**src/rtl/conv_result_packer.sv**
```systemverilog
// conv_result_packer
// Packs consecutive DW-bit convolution results into LANES-wide words.
// Packed words are queued in a first-word-fall-through FIFO behind a
// valid/ready handshake. A frame end flushes a partial word, or pushes a
// keep=0 marker word when no lanes are pending. Words that arrive while
// the FIFO is full are dropped and raise a sticky overflow flag.
module conv_result_packer #(
    parameter int DW         = 32,
    parameter int LANES      = 4,
    parameter int FIFO_DEPTH = 4
) (
    input  logic                clk,
    input  logic                rst,
    input  logic                in_valid,
    input  logic [DW-1:0]       in_data,
    input  logic                in_done,
    output logic                out_valid,
    input  logic                out_ready,
    output logic [DW*LANES-1:0] out_data,
    output logic [LANES-1:0]    out_keep,
    output logic                out_last,
    output logic                overflow,
    output logic                busy
);
    localparam int WW  = DW * LANES;
    localparam int LCW = (LANES > 1) ? $clog2(LANES) : 1;
    localparam int PW  = (FIFO_DEPTH > 1) ? $clog2(FIFO_DEPTH) : 1;
    localparam int CW  = PW + 1;

    logic [LCW-1:0]   lane_cnt_q, lane_cnt_d;
    logic [DW-1:0]    lane_q [LANES];
    logic [DW-1:0]    lane_d [LANES];
    logic             push;
    logic [WW-1:0]    push_data;
    logic [LANES-1:0] push_keep;
    logic             push_last;
    int               fill;

    logic [WW-1:0]    mem_data [FIFO_DEPTH];
    logic [LANES-1:0] mem_keep [FIFO_DEPTH];
    logic             mem_last [FIFO_DEPTH];
    logic [PW-1:0]    wr_ptr_q, wr_ptr_d, rd_ptr_q, rd_ptr_d;
    logic [CW-1:0]    count_q, count_d;
    logic             overflow_q, overflow_d;
    logic             empty, full, pop, wr_en;

    // Lane packing: place the incoming result and decide whether this cycle closes a word
    always_comb begin
        lane_d     = lane_q;
        fill       = int'(lane_cnt_q);
        push       = 1'b0;
        push_data  = '0;
        push_keep  = '0;
        push_last  = 1'b0;
        if (in_valid) begin
            lane_d[lane_cnt_q] = in_data;
            fill               = fill + 1;
        end
        lane_cnt_d = LCW'(fill);
        if (fill == LANES || in_done) begin
            // Lanes beyond the fill level stay zero; an empty fill yields the marker word.
            push       = 1'b1;
            push_last  = in_done;
            lane_cnt_d = '0;
            for (int k = 0; k < LANES; k++) begin
                if (k < fill) begin
                    push_data[DW*k +: DW] = lane_d[k];
                    push_keep[k]          = 1'b1;
                end
            end
        end
    end

    // Lane registers and lane count
    always_ff @(posedge clk or negedge rst) begin
        if (!rst) begin
            lane_cnt_q <= '0;
            for (int k = 0; k < LANES; k++) lane_q[k] <= '0;
        end else begin
            lane_cnt_q <= lane_cnt_d;
            for (int k = 0; k < LANES; k++) lane_q[k] <= lane_d[k];
        end
    end

    assign empty = (count_q == '0);
    assign full  = (count_q == CW'(FIFO_DEPTH));
    assign pop   = !empty && out_ready;
    // A pop frees the head slot in the same cycle, so a full FIFO still accepts.
    assign wr_en = push && (!full || pop);

    // FIFO pointer, occupancy and sticky overflow next-state
    always_comb begin
        wr_ptr_d   = wr_en ? wr_ptr_q + PW'(1) : wr_ptr_q;
        rd_ptr_d   = pop ? rd_ptr_q + PW'(1) : rd_ptr_q;
        count_d    = count_q;
        overflow_d = overflow_q | (push && full && !pop);
        case ({wr_en, pop})
            2'b10:   count_d = count_q + CW'(1);
            2'b01:   count_d = count_q - CW'(1);
            default: count_d = count_q;
        endcase
    end

    // FIFO control registers
    always_ff @(posedge clk or negedge rst) begin
        if (!rst) begin
            wr_ptr_q   <= '0;
            rd_ptr_q   <= '0;
            count_q    <= '0;
            overflow_q <= 1'b0;
        end else begin
            wr_ptr_q   <= wr_ptr_d;
            rd_ptr_q   <= rd_ptr_d;
            count_q    <= count_d;
            overflow_q <= overflow_d;
        end
    end

    // FIFO storage; contents are only visible while occupied, so no reset is needed
    always_ff @(posedge clk) begin
        if (wr_en) begin
            mem_data[wr_ptr_q] <= push_data;
            mem_keep[wr_ptr_q] <= push_keep;
            mem_last[wr_ptr_q] <= push_last;
        end
    end

    assign out_valid = !empty;
    assign out_data  = empty ? '0 : mem_data[rd_ptr_q];
    assign out_keep  = empty ? '0 : mem_keep[rd_ptr_q];
    assign out_last  = empty ? 1'b0 : mem_last[rd_ptr_q];
    assign overflow  = overflow_q;
    assign busy      = (lane_cnt_q != '0) || !empty;

endmodule

```
**config.mk**
```make
export PLATFORM = sky130hd
export DESIGN_NAME = conv_result_packer
export DESIGN_NICKNAME = d
export VERILOG_FILES = /design/src/rtl/conv_result_packer.sv
export SDC_FILE = /design/constraint.sdc
export NUM_CORES = 1
export LEC_CHECK = 0
export CORE_ASPECT_RATIO = 1.25
export CORE_UTILIZATION = 53
export CTS_CLUSTER_DIAMETER = 150
export DETAILED_ROUTE_END_ITERATION = 10
export PLACE_DENSITY_LB_ADDON = 0.12
export SYNTH_ARGS = -nofsm -noshare
export SYNTH_HDL_FRONTEND = slang
export SYNTH_SLANG_ARGS = --single-unit
```
**constraint.sdc**
```tcl
create_clock -name clk -period 4.9 [get_ports clk]
set_clock_uncertainty 0.1 [all_clocks]
set_input_delay 0.98 -clock clk [delete_from_list [all_inputs] [get_ports clk]]
set_output_delay 0.98 -clock clk [all_outputs]
set_load 0.05 [all_outputs]
```
==> results.md, run 1 <==
Status:
- The run finished with clean final reports.

Power and ir drop:
- For this design the total switching power over the nets is 7.962 mW.
- Cell internal power was estimated by the tool at 13.31 mW.
- The worst-case IR drop observed on VDD is 0.6378 mV.
- The share of total power dissipated in sequential elements is 35.6%.
- Dividing total power by cell area gives a power density of 714.7 nW/um2.
- Of the total power, the share spent switching nets is 37.43%.
- The clock network burns 20.9% of the power.
- The share of total power dissipated in combinational logic is 43.5%.
- The reported leakage power is 10.24 nW.

Clock network:
- The number of clock buffers added by TritonCTS is 58.
- TritonCTS built the clock tree.
- No sink is reached through more buffers than the 3 on the longest clock path.
- The number of gates given a new drive strength after cts is 0.
- The H-tree depth is 2.
- The clock drives 638 sinks.
- Clock latency on the worst-skew pair, taken at its later pin, is 0.59 ns.
- After clock tree synthesis, the flow added hold-fix buffers numbering 0.
- The buffer type at the clock tree root is clkbuf_16.
- The clock slew at the register clock pins of the worst setup and hold paths is 0.06 ns.
- After clock tree synthesis, the setup repair step added 0 buffers.

Layout:
- The number of nets in the layout is 1,524.
- The area growth from synthesis to layout is 17.81%.
- The number of antenna repair diodes is 0.
- The non-filler instance count after layout is 2,164.
- Of the cells placed in the final design, the portion with a size suffix greater than 1 is 23.25%.

Global routing:
- Entering global routing, the biggest net connects 109 pins.
- The number of antenna violations at the first check in global routing is 6.
- The total congestion overflow is 0.
- For this run, the total global-route usage over all layers was measured as 22.27%.
- The via count of the first global-routing pass is 12,670.
- The first global-routing pass estimated 79,230 um of wire.

Logic synthesis:
- After synthesis, the mean cell area works out to 19.66 um2.
- The proportion of register bits with asynchronous set or reset after synthesis is 16.61%.
- The count of mapped cells out of synthesis is 1,285.
- The cell area after synthesis is 25,270 um2.
- Counting flops with a built-in enable in the synthesized netlist gives 532.
- Among all flip-flop cells after synthesis, the most frequent one is edfxtp_1.
- In this run, synthesis produced a sequential element count of 638.
- Sequential cells were found to cover 73.73% of the synthesized design area.
- The yosys synthesis warning count is 0.
- Synthesis instantiated 42 different standard cells from the library.
- The net count after synthesis is 1,331.

Routing:
- For this block, the initial DRC count from the detailed router was 962.
- The final layout contains routed wiring with a total length of 52,160 um.
- The count of nets left with antenna violations once routing finished came out at 0.
- The per-cell via count in the routed design is 5.688.
- The vias after detailed routing is 12,310.
- In the final routed layout, each cell accounts on average for 24.10 um.
- The DRC violation count after routing is 0.
- The number of detailed-route iterations in the first pass is 6.

Flow run:
- The tool flagged a number of max-cap violations equal to 0.

Place:
- The instance count after placement with tap cells included is 2,055.
- Once detailed placement completed, the half-perimeter wirelength came to 30,450 um.
- The routability congestion estimate from global placement is 0.7246.
- The number of port buffers is 172.

Critical path:
- On the worst path, the slowest cell contributes a delay of 0.80 ns.
- Measured in cells, the most critical reg-to-reg path has a length of 7.
- The worst setup path is launched from a flop.
- The required time of the critical path is 3.82 ns.
- The signal on the critical path passes through nor3_1 -> inv_4 -> buf_4 -> and2_1 -> clkdlybuf4s50_1.
- The reg-to-reg critical path startpoint is lane_cnt_q[0].
- Across all register-to-register paths, the minimum setup slack is 1.52 ns.
- The slowest stage of the critical path is the clkdlybuf4s50_1 cell.
- The maximum net fanout on the critical path is 108.
- The kind of end point of the critical path is an output port.
- The endpoint identified for the worst register-to-register timing path is mem_data[1][117].
- The category of the most critical setup path is flop to output port.
- The critical path arrival is 3.32 ns.

STA:
- Headroom to the max-slew limit came out at 25.80%.
- In the final timing run, aggregate negative setup slack is 0 ns.
- The transition time of the tightest slew-check pin is 1.113 ns.
- Dividing the final minimum period by the clock period gives 89.86%.
- Setup violations remaining at the end of the flow were counted as 0.
- The final period demand of the worst path is 4.403 ns.
- The final count of pins violating max slew is 0.
- Timing would allow up to 0.2271 GHz.
- Setup repair after global routing left no endpoint under its margin.
- The hold violation count in the final report is 0.

Floorplanning:
- The die covers 48,550 um2.
- The number of ports placed on the die boundary is 173.
- The x dimension of the die is 197.3 um.
- The die is 246.1 um tall.
- For this configuration, the core starts out at a cell density of 53.64%.
- The number of rows created at floorplan is 89.
- The area of the core is 47,100 um2.

Hold path:
- The type of the most critical hold path is primary input to async pin.
[per-layer routing]
metal | up-vias | share of wire, % | global-route usage, %
met1 | 6547 | 43 | 32.54
met5 | - | 0 | 0
met2 | 350 | 49 | 35.78
met3 | 68 | 5.3 | 3.149
met4 | 0 | 1.8 | 5.426
li1 | 5343 | - | -
[sequential cells by signal (all words and copies together) (netlist names)]
| register | flops |
|---|---|
| wr_ptr_q | 2 |
| lane_q | 96 |
| mem_last | 4 |
| rd_ptr_q | 2 |
| mem_keep | 16 |
| mem_data | 512 |
| overflow | 1 |
| count_q | 3 |
| lane_cnt_q | 2 |
[layout by cell type (no fill, tap or decap), types with 2 or more instances in the layout]
| cell | n |
|---|---|
| nand2_2 | 3 |
| clkinv_1 | 16 |
| dfrtp_4 | 2 |
| and2_4 | 4 |
| a21o_1 | 2 |
| clkdlybuf4s50_1 | 171 |
| inv_1 | 11 |
| mux2_2 | 93 |
| o21ai_0 | 5 |
| buf_12 | 13 |
| clkbuf_16 | 59 |
| o211ai_1 | 2 |
| bufinv_16 | 6 |
| nor2b_1 | 97 |
| and2_1 | 165 |
| xnor2_1 | 4 |
| mux2_1 | 3 |
| clkinv_2 | 9 |
| nand3_1 | 5 |
| nor2_1 | 6 |
| clkbuf_1 | 14 |
| edfxtp_1 | 532 |
| ha_1 | 8 |
| a21oi_1 | 4 |
| mux4_2 | 133 |
| dfrtp_1 | 104 |
| buf_4 | 20 |
| nand2_1 | 6 |
| clkbuf_8 | 3 |
[metrics by stage]
| step | hold WS [ns] | area, um2 | util, % | setup slack, ns | total power, mW |
|---|---|---|---|---|---|
| floorplan | 0.3402 | 25270 | - | 1.087 | 14.02 |
| global placement | 0.3534 | 27890 | 59.22 | 1.030 | 17.01 |
| detailed placement | 0.3544 | 27890 | 59.22 | 0.9529 | 17.10 |
| CTS | 0.3517 | 29770 | 63.19 | 0.3632 | 21.55 |
| global route | 0.3773 | 29770 | 63.19 | 0.2815 | 22.16 |
| finish | 0.3283 | 29770 | 63.19 | 0.4969 | 21.27 |
[synthesized netlist by cell type (4+ instances only)]
master | instances | area (um2)
buf_2 | 34 | 170.2
edfxtp_1 | 532 | 15980
ha_1 | 8 | 100.1
o21ai_0 | 5 | 25.02
nand3_1 | 5 | 25.02
xnor2_1 | 4 | 35.03
and2_1 | 169 | 1057
nor2b_1 | 97 | 606.8
nand2_1 | 9 | 33.78
nor2_1 | 7 | 26.28
a21oi_1 | 5 | 25.02
mux4_2 | 133 | 2995
mux2_2 | 93 | 1047
clkbuf_1 | 31 | 116.4
inv_1 | 12 | 45.04
buf_6 | 6 | 67.56
dfrtp_1 | 106 | 2653
[critical path, delay by kind of cell, from the launching register on]
kind	cells	cell delay, ns
flops	1	0.47
simple gates	2	0.28
buf+inv	3	1.93
[final cells by class]
class | instances | area (um2)
flip-flops and latches | 638 | 18640
fillers | 3306 | 17340
multi-input cells | 563 | 6280
repair buffers | 205 | 2133
clock buffers | 76 | 1570
well taps | 637 | 797.0
clock inverters | 33 | 302.8
inverters | 12 | 47.55
[power by group through the flow]
stage / Sequential (mW) / Clock, mW / Combinational (mW)
final: 7.57 / 4.44 / 9.26
after global routing: 7.68 / 4.73 / 9.75
after CTS: 7.59 / 4.53 / 9.44
after detailed placement: 7.69 / 0 / 9.40
after global placement: 7.62 / 0 / 9.38
after floorplan: 7.54 / 0 / 6.47
[kinds of logic after synthesis]
kind of cell / after synthesis / synth area share (%)
mux: 230 / 16.17
xor+xnor: 4 / 0.1386
fa+ha+maj: 9 / 0.4754
buf+inv: 84 / 1.609
flops: 638 / 73.73
simple gates: 297 / 7.225
compound gates: 23 / 0.6488
[worst max-delay path by stage]
| stage | start | end | cells past startpoint |
|---|---|---|---|
| finish | count_q[2] | out_data[53] | 5 |
| global route | count_q[2] | out_data[114] | 5 |
| CTS | count_q[2] | out_data[49] | 5 |
| detailed placement | in_valid | mem_data[1][117] | 7 |
| global placement | in_valid | mem_data[1][117] | 7 |
| floorplan | lane_cnt_q[0] | mem_data[0][0] | 7 |
(Power assumes the default switching activity.)
==> run 2: changes to the inputs <==
CORE_UTILIZATION = 63   (was 53)
PLACE_DENSITY = 0.82   (was unset)
PLACE_DENSITY_LB_ADDON = unset   (was 0.12)
clock period = 5.52 ns   (was 4.9 ns; I/O delays follow)
==> run 2 against run 1 <==
  * Combinational power shrank 12%
  * First-iteration DRC count grew 20%
  * Final cell count shrank 7.1%
  * Power shrank 11%
  * Wire length grew 2.3%
  * Die area shrank 16%
  * Critical path depth shrank 1
  * Register-to-register slack gained 0.41 ns
  * Via count grew 2.0%
  * Global-route usage grew 4.6 points
  * Sequential power shrank 9.9%
==> results.md, run 2 (synthesis results as in run 1) <==
Layout:
- The post-synthesis to final-layout area growth came to 16.86% (was 17.81%).
- The flip-flop count of the largest register, all copies and words added is 512 (unchanged).
- The flip-flop and latch area is 18,640 um2 (unchanged).
- The number of nets in the layout is 1,514 (was 1,524).
- The count of fill cells added during filler insertion is 2,167 (was 3,306).
- The area of combinational cells with multiple inputs is 6280 um2 (unchanged).
- Leading registers by flop count: mem_data: 512 flops, lane_q: 96 flops, mem_keep: 16 flops (unchanged).
- The number of antenna repair diodes is 0 (unchanged).
- Most frequent cells in the layout: edfxtp_1 (532), clkdlybuf4s50_1 (171), and2_1 (165) (unchanged).
- The most frequent standard cell in the layout excluding fill and tap cells is edfxtp_1 (unchanged).
- The share of post-route cells with drive strength above 1 came to 23.20% (was 23.25%).
- The largest register by flop count is mem_data (unchanged).

Power and ir drop:
- The cell-internal power was 11.85 mW (was 13.31 mW).
- The portion of total power attributed to combinational logic is 43.1% (was 43.5%).
- The maximum vdd ir drop was 0.5584 mV (was 0.6378 mV).
- The net switching power figure was 7.058 mW (was 7.962 mW).
- The reported leakage power was 10.20 nW (was 10.24 nW).
- The share of power burned in registers came to 36.1% (was 35.6%).
- The share of total power consumed by net switching was 37.34% (was 37.43%).
- The power density relative to cell area was 640.2 nW/um2 (was 714.7 nW/um2).
- The share of power burned in the clock network was 20.9% (about the same).

Critical path:
- The depth of the most critical reg-to-reg path was 7 (unchanged).
- The worst-path cell with the longest stage delay was dfrtp_4 (was clkdlybuf4s50_1).
- The buffering stage count on the worst path with inverters included is 2 (was 3).
- The critical path arrival is 3.37 ns (was 3.32 ns).
- The cell family with the largest share of critical-path delay is buffers and inverters (unchanged).
- The startpoint type of the worst setup path is a flop (unchanged).
- The logic depth of the worst setup path including buffers is 4 (was 5).
- The kind of end point of the critical path is an output port (unchanged).
- Critical Path, Cell by Cell: buf_4 -> mux4_2 -> and2_1 -> clkdlybuf4s50_1 (was nor3_1 -> inv_4 -> buf_4 -> and2_1 -> clkdlybuf4s50_1).
- The worst stage delay on the critical path came to 0.86 ns (was 0.80 ns).
- The category of the most critical setup path was flop to output port (unchanged).
- The required time of the critical path is 4.32 ns (was 3.82 ns).
- The maximum net fanout on the critical path came to 42 (was 108).

Global routing:
- The total routing usage reported by global routing came to 26.87% (was 22.27%).
- The via count of the first global-routing pass is 13,130 (was 12,670).
- The total congestion overflow is 0 (unchanged).
- The global-route wire length before repair came to 80,050 um (was 79,230 um).
- The maximum number of pins on one net before global-route repair is 138 (was 109).
- The number of antenna violations at the first check in global routing was 3 (was 6).

STA:
- The worst slew margin relative to its limit is 18.47% (was 25.80%).
- The final worst-path setup slack is 0.9482 ns (was 0.4969 ns).
- The final-layout worst hold slack came to 0.3757 ns (was 0.3283 ns).
- The setup TNS is 0 ns (unchanged).
- The final count of negative-setup-slack endpoints was 0 (unchanged).
- The fraction of the cycle the final worst path needs is 82.82%.
- The transition time of the tightest slew-check pin is 1.219 ns (was 1.113 ns).
- The hold violation count in the final report is 0 (unchanged).
- Timing would allow up to 0.2187 GHz.
- The clock period could shrink to 4.572 ns.
- Unrepaired setup endpoints after global routing: no (unchanged).
- The final count of pins violating max slew is 0 (unchanged).

Routing:
- The DRC violation count after routing is 0 (unchanged).
- The per-cell via count in the routed design came to 6.244 (was 5.688).
- The detail-routed net length per standard cell is 26.52 um (was 24.10 um).
- The number of antenna-violating nets in the routed design was 0 (unchanged).
- The vias after detailed routing was 12,560 (was 12,310).
- The detailed router's first-iteration violation count was 1,157 (was 962).
- The highest layer used for signal routing is met5 (was met4).
- The routed length on met2 is 27,470 um (was 25,800 um).
- The routed wire length is 53,330 um (was 52,160 um).
- The number of detailed-route iterations in the first pass is 5 (was 6).
- The sum of routed wire segments on met1 is 20,620 um (was 22,670 um).
- The length of routed met3 wiring is 3598 um (was 2772 um).

Clock network:
- The count of clock tree sinks came to 638 (unchanged).
- The buffer type at the clock tree root is clkbuf_16 (unchanged).
- The H-tree depth is 2 (unchanged).
- The maximum clock path buffer count was 3 (unchanged).
- The TritonCTS clock tree was done (unchanged).
- The post-CTS setup buffer count was 0 (unchanged).
- The number of clock buffers inserted by TritonCTS is 55 (was 58).
- The insertion delay of the later-clocked pin in the worst-skew pair came to 0.58 ns (was 0.59 ns).
- The number of buffers inserted for hold repair after clock tree synthesis is 0 (unchanged).
- The clock slew at the register clock pins of the worst setup and hold paths was 0.06 ns (about the same).
- The number of gates given a new drive strength after cts came to 0 (unchanged).

Floorplanning:
- The area of the core is 39,320 um2 (was 47,100 um2).
- The x dimension of the die is 181.1 um (was 197.3 um).
- The area of the die is 40,910 um2 (was 48,550 um2).
- The number of rows created at floorplan is 81 (was 89).
- The effective utilization at floorplan is 64.25% (was 53.64%).
- The number of ports placed on the die boundary is 173 (unchanged).
- The height of the chip is 225.9 um (was 246.1 um).

Place:
- The number of port buffers is 172 (unchanged).
- The total half-perimeter wirelength after legalization and detailed placement is 30,370 um (was 30,450 um).
- The placement-stage worst setup slack is 1.054 ns (was 0.9529 ns).
- The routability congestion estimate from global placement is 0.7623 (was 0.7246).

Flow run:
- The max-capacitance violation count is 0 (unchanged).

Status:
- Outcome: complete, no violations (unchanged).

Hold path:
- Counting instances, the worst hold path has a depth of 2.
- The type of the most critical hold path is flop to flop (was primary input to async pin).
[run 2: layer usage]
| layer | vias up | global-route usage, % |
|---|---|---|
| met5 | - | 0 |
| met4 | 4 | 9.486 |
| met3 | 113 | 3.919 |
| met2 | 542 | 45.26 |
| met1 | 6563 | 36.40 |
| li1 | 5334 | - |
[run 2: worst paths after layout]
path	start	slack, ns	to
min in group asynchronous	rst	0.47	lane_q[83]
worst min-delay path	lane_q[41]	0.38	lane_q[41]
max in group asynchronous	rst	3.69	rd_ptr_q[1]
worst max register to register	lane_cnt_q[0]	1.93	mem_data[0][103]
worst max-delay path	rd_ptr_q[1]	0.95	out_data[15]
worst min register to register	lane_q[41]	0.38	lane_q[41]
[run 2: power groups by stage]
stage | Combinational [mW] | Sequential [mW] | Clock, mW
2_1_floorplan | 5.74 | 6.76 | 0
3_3_place_gp | 8.11 | 6.81 | 0
4_1_cts | 8.25 | 6.83 | 3.99
3_5_place_dp | 8.17 | 6.90 | 0
5_1_grt | 8.49 | 6.91 | 4.17
6_report | 8.14 | 6.82 | 3.94
[run 2: through the flow]
step | area [um2] | utilization, % | total power, mW | cells
detailed placement | 27650 | 70.33 | 15.08 | 1909
CTS | 29520 | 75.08 | 19.07 | 2011
global placement | 27650 | 70.33 | 14.93 | 1909
finish | 29520 | 75.08 | 18.90 | 2011
floorplan | 25270 | - | 12.51 | 1285
global route | 29520 | 75.08 | 19.57 | 2011
[run 2: cell type report]
| class | count | share of cell area [%] |
|---|---|---|
| inverter | 12 | 0.1610 |
| clock buffer | 82 | 5.488 |
| tap | 498 | 2.110 |
| timing repair buffer | 198 | 7.005 |
| sequential | 638 | 63.12 |
| multi-input combinational | 563 | 21.27 |
| clock inverter | 20 | 0.8476 |
[run 2: worst reg2reg max path, stage by stage (launching register included)]
cell and delay (ns):
dfrtp_1 0.55, inv_1 0.19, ha_1 0.43, and4b_1 0.41, nor2_1 0.14, nor2_2 0.32, and2_4 0.70, buf_4 0.42
==> run 3: changes to the inputs <==
CORE_UTILIZATION = 53   (was 63)
PLACE_DENSITY = 0.74   (was 0.82)
clock period = 4.07 ns   (was 5.52 ns; I/O delays follow)
==> run 3 against run 2 <==
  * The run now ends with design-rule violations left
  * Clock power up 30%
  * Combinational power up 39%
  * Worst hold slack worse by 0.13 ns
  * Power up 35%
  * Sequential share of layout area down 0.71 points
  * Worst setup slack worse by 0.83 ns
  * Wire length down 2.2%
  * First-iteration DRC count down 22%
  * Sequential power up 33%
  * Core utilization down 12 points
  * Flip-flop and latch count unchanged
  * Cell area up 1.1%
==> results.md, run 3 (synthesis results as in run 1) <==
Status:
- Outcome: complete, but fails checks (was complete, no violations).
- The checks that failed: design-rule violations.

Routing:
- The routed wire length came to 52,170 um (was 53,330 um).
- The vias after detailed routing came to 12,330 (was 12,560).
- The per-cell via count in the routed design is 5.677 (was 6.244).
- The number of detailed-route iterations in the first pass is 8 (was 5).
- The DRC violation count after routing is 2 (was 0).
- The detail-routed net length per standard cell was 24.03 um (was 26.52 um).
- The detailed router's first-iteration violation count is 906 (was 1,157).
- The number of antenna-violating nets in the routed design is 0 (unchanged).

Layout:
- The count of fill cells added during filler insertion is 3,220 (was 2,167).
- The number of antenna repair diodes was 0 (unchanged).
- Most frequent cells in the layout: edfxtp_1 (532), clkdlybuf4s50_1 (171), and2_1 (165) (unchanged).
- The post-synthesis to final-layout area growth is 18.18% (was 16.86%).
- The non-filler instance count after layout came to 2,171 (was 2,011).
- The largest register by flop count is mem_data (unchanged).
- The flip-flop count of the largest register, all copies and words added is 512 (unchanged).
- The number of nets in the layout is 1,534 (was 1,514).
- The most frequent standard cell in the layout excluding fill and tap cells is edfxtp_1 (unchanged).
- The share of post-route cells with drive strength above 1 is 23.92% (was 23.20%).
- Leading registers by flop count: mem_data: 512 flops, lane_q: 96 flops, mem_keep: 16 flops (unchanged).

Floorplanning:
- The x dimension of the die is 197.3 um (was 181.1 um).
- The effective utilization at floorplan is 53.64% (was 64.25%).
- The number of ports placed on the die boundary came to 173 (unchanged).
- The area of the die is 48,550 um2 (was 40,910 um2).
- The number of rows created at floorplan came to 89 (was 81).
- The height of the chip is 246.1 um (was 225.9 um).
- The area of the core is 47,100 um2 (was 39,320 um2).

Hold path:
- The type of the most critical hold path was primary input to async pin (was flop to flop).

Clock network:
- The number of gates given a new drive strength after cts was 0 (unchanged).
- The H-tree depth was 2 (unchanged).
- The clock slew at the register clock pins of the worst setup and hold paths came to 0.06 ns (about the same).
- The buffer type at the clock tree root is clkbuf_16 (unchanged).
- The TritonCTS clock tree is done (unchanged).
- The insertion delay of the later-clocked pin in the worst-skew pair came to 0.59 ns (was 0.58 ns).
- The post-CTS setup buffer count is 0 (unchanged).
- The number of buffers inserted for hold repair after clock tree synthesis is 0 (unchanged).
- The maximum clock path buffer count is 3 (unchanged).
- The number of clock buffers inserted by TritonCTS was 56 (was 55).
- The count of clock tree sinks is 638 (unchanged).

Critical path:
- The register-to-register setup slack is 0.76 ns (was 1.93 ns).
- The depth of the most critical reg-to-reg path is 7 (unchanged).
- The required time of the critical path is 3.16 ns (was 4.32 ns).
- The end of the worst register-to-register path is mem_data[3][38] (was mem_data[0][103]).
- The critical path arrival came to 3.04 ns (was 3.37 ns).
- The maximum net fanout on the critical path is 65 (was 42).
- The reg-to-reg critical path startpoint was lane_cnt_q[0] (unchanged).
- The startpoint type of the worst setup path is a flop (unchanged).
- The category of the most critical setup path is flop to output port (unchanged).
- The kind of end point of the critical path is an output port (unchanged).

Global routing:
- The total congestion overflow was 0 (unchanged).
- The global-route wire length before repair is 79,570 um (was 80,050 um).
- The number of antenna violations at the first check in global routing is 1 (was 3).
- The maximum number of pins on one net before global-route repair is 87 (was 138).
- The via count of the first global-routing pass is 12,930 (was 13,130).
- The total routing usage reported by global routing came to 22.13% (was 26.87%).

Place:
- The instance count after placement with tap cells included came to 2,067 (was 1,909).
- The routability congestion estimate from global placement is 0.7407 (was 0.7623).
- The number of port buffers came to 172 (unchanged).
- The total half-perimeter wirelength after legalization and detailed placement was 31,550 um (was 30,370 um).

STA:
- The final period demand of the worst path is 3.955 ns.
- The hold violation count in the final report came to 0 (unchanged).
- The setup TNS is 0 ns (unchanged).
- Unrepaired setup endpoints after global routing: no (unchanged).
- The final-layout worst hold slack is 0.2432 ns (was 0.3757 ns).
- The worst slew margin relative to its limit is 37.39% (was 18.47%).
- The transition time of the tightest slew-check pin is 0.9392 ns (was 1.219 ns).
- The highest clock frequency the design can meet is 0.2528 GHz.
- The final count of negative-setup-slack endpoints was 0 (unchanged).
- The fraction of the cycle the final worst path needs is 97.18%.
- The final count of pins violating max slew came to 0 (unchanged).

Power and ir drop:
- The power density relative to cell area is 854.8 nW/um2 (was 640.2 nW/um2).
- The reported leakage power is 10.28 nW (was 10.20 nW).
- The maximum vdd ir drop is 0.8221 mV (was 0.5584 mV).

Flow run:
- The max-capacitance violation count was 0 (unchanged).
## run 3: cell types whose count changed in the layout (fill, tap and decap cells not counted), moves of 2 or more
cell       previous run  this run
buf_4                14        24
buf_12               12        21
clkbuf_1             15        20
bufinv_16             6         3
inv_6                 0         3
clkbuf_8             10         8
clkinv_2              7         9
## run 3: worst max path at each step
stage | start | end | slack (ns) | cells past startpoint
final | count_q[1] | out_data[45] | 0.11 | 5
after CTS | count_q[2] | out_data[54] | 0.01 | 5
after global placement | in_done | mem_data[3][103] | 0.66 | 5
after global routing | count_q[1] | out_data[45] | 0.002 | 5
after floorplan | lane_cnt_q[0] | mem_data[0][0] | 0.26 | 7
after detailed placement | in_done | mem_data[2][90] | 0.55 | 6
## run 3: routing by layer
metal	vias up	global-route usage (%)	share of wire, %
li1	5359	-	-
met1	6592	30.55	42
met2	304	37.19	51
met3	70	3.313	4.8
met4	0	5.654	1.9
met5	-	0	0
## run 3: cell type report
cell class | count | area [um2] | share of cell area (%)
timing repair buffer | 217 | 2323 | 7.781
inverter | 12 | 50.05 | 0.1676
tap | 637 | 797.0 | 2.669
multi-input combinational | 563 | 6280 | 21.03
clock buffer | 84 | 1587 | 5.313
clock inverter | 20 | 187.7 | 0.6285
sequential | 638 | 18640 | 62.41
## run 3: worst max-delay path, stage by stage (launching register included)
cell	delay, ns
dfrtp_1	0.45
nor3_1	0.49
inv_6	0.29
buf_12	0.27
and2_1	0.15
clkdlybuf4s50_1	0.77
## run 3: metrics by stage
stage	utilization [%]	worst slack (ns)	instance area, um2	power (mW)
finish	63.39	0.1148	29860	25.52
global route	63.39	0.001988	29860	26.53
CTS	63.39	0.01369	29860	25.81
detailed placement	59.62	0.5548	28080	20.68
global placement	59.62	0.6613	28080	20.55
floorplan	-	0.2571	25270	16.87
## run 3: report_power, final
| group | leakage [nW] | switching (mW) | internal (mW) | total, mW |
|---|---|---|---|---|
| logic | 3.11 | 6.97 | 4.35 | 11.3 |
| registers | 6.30 | 0.404 | 8.68 | 9.08 |
| clock network | 0.873 | 2.24 | 2.88 | 5.12 |
| total | 10.3 | 9.62 | 15.9 | 25.5 |
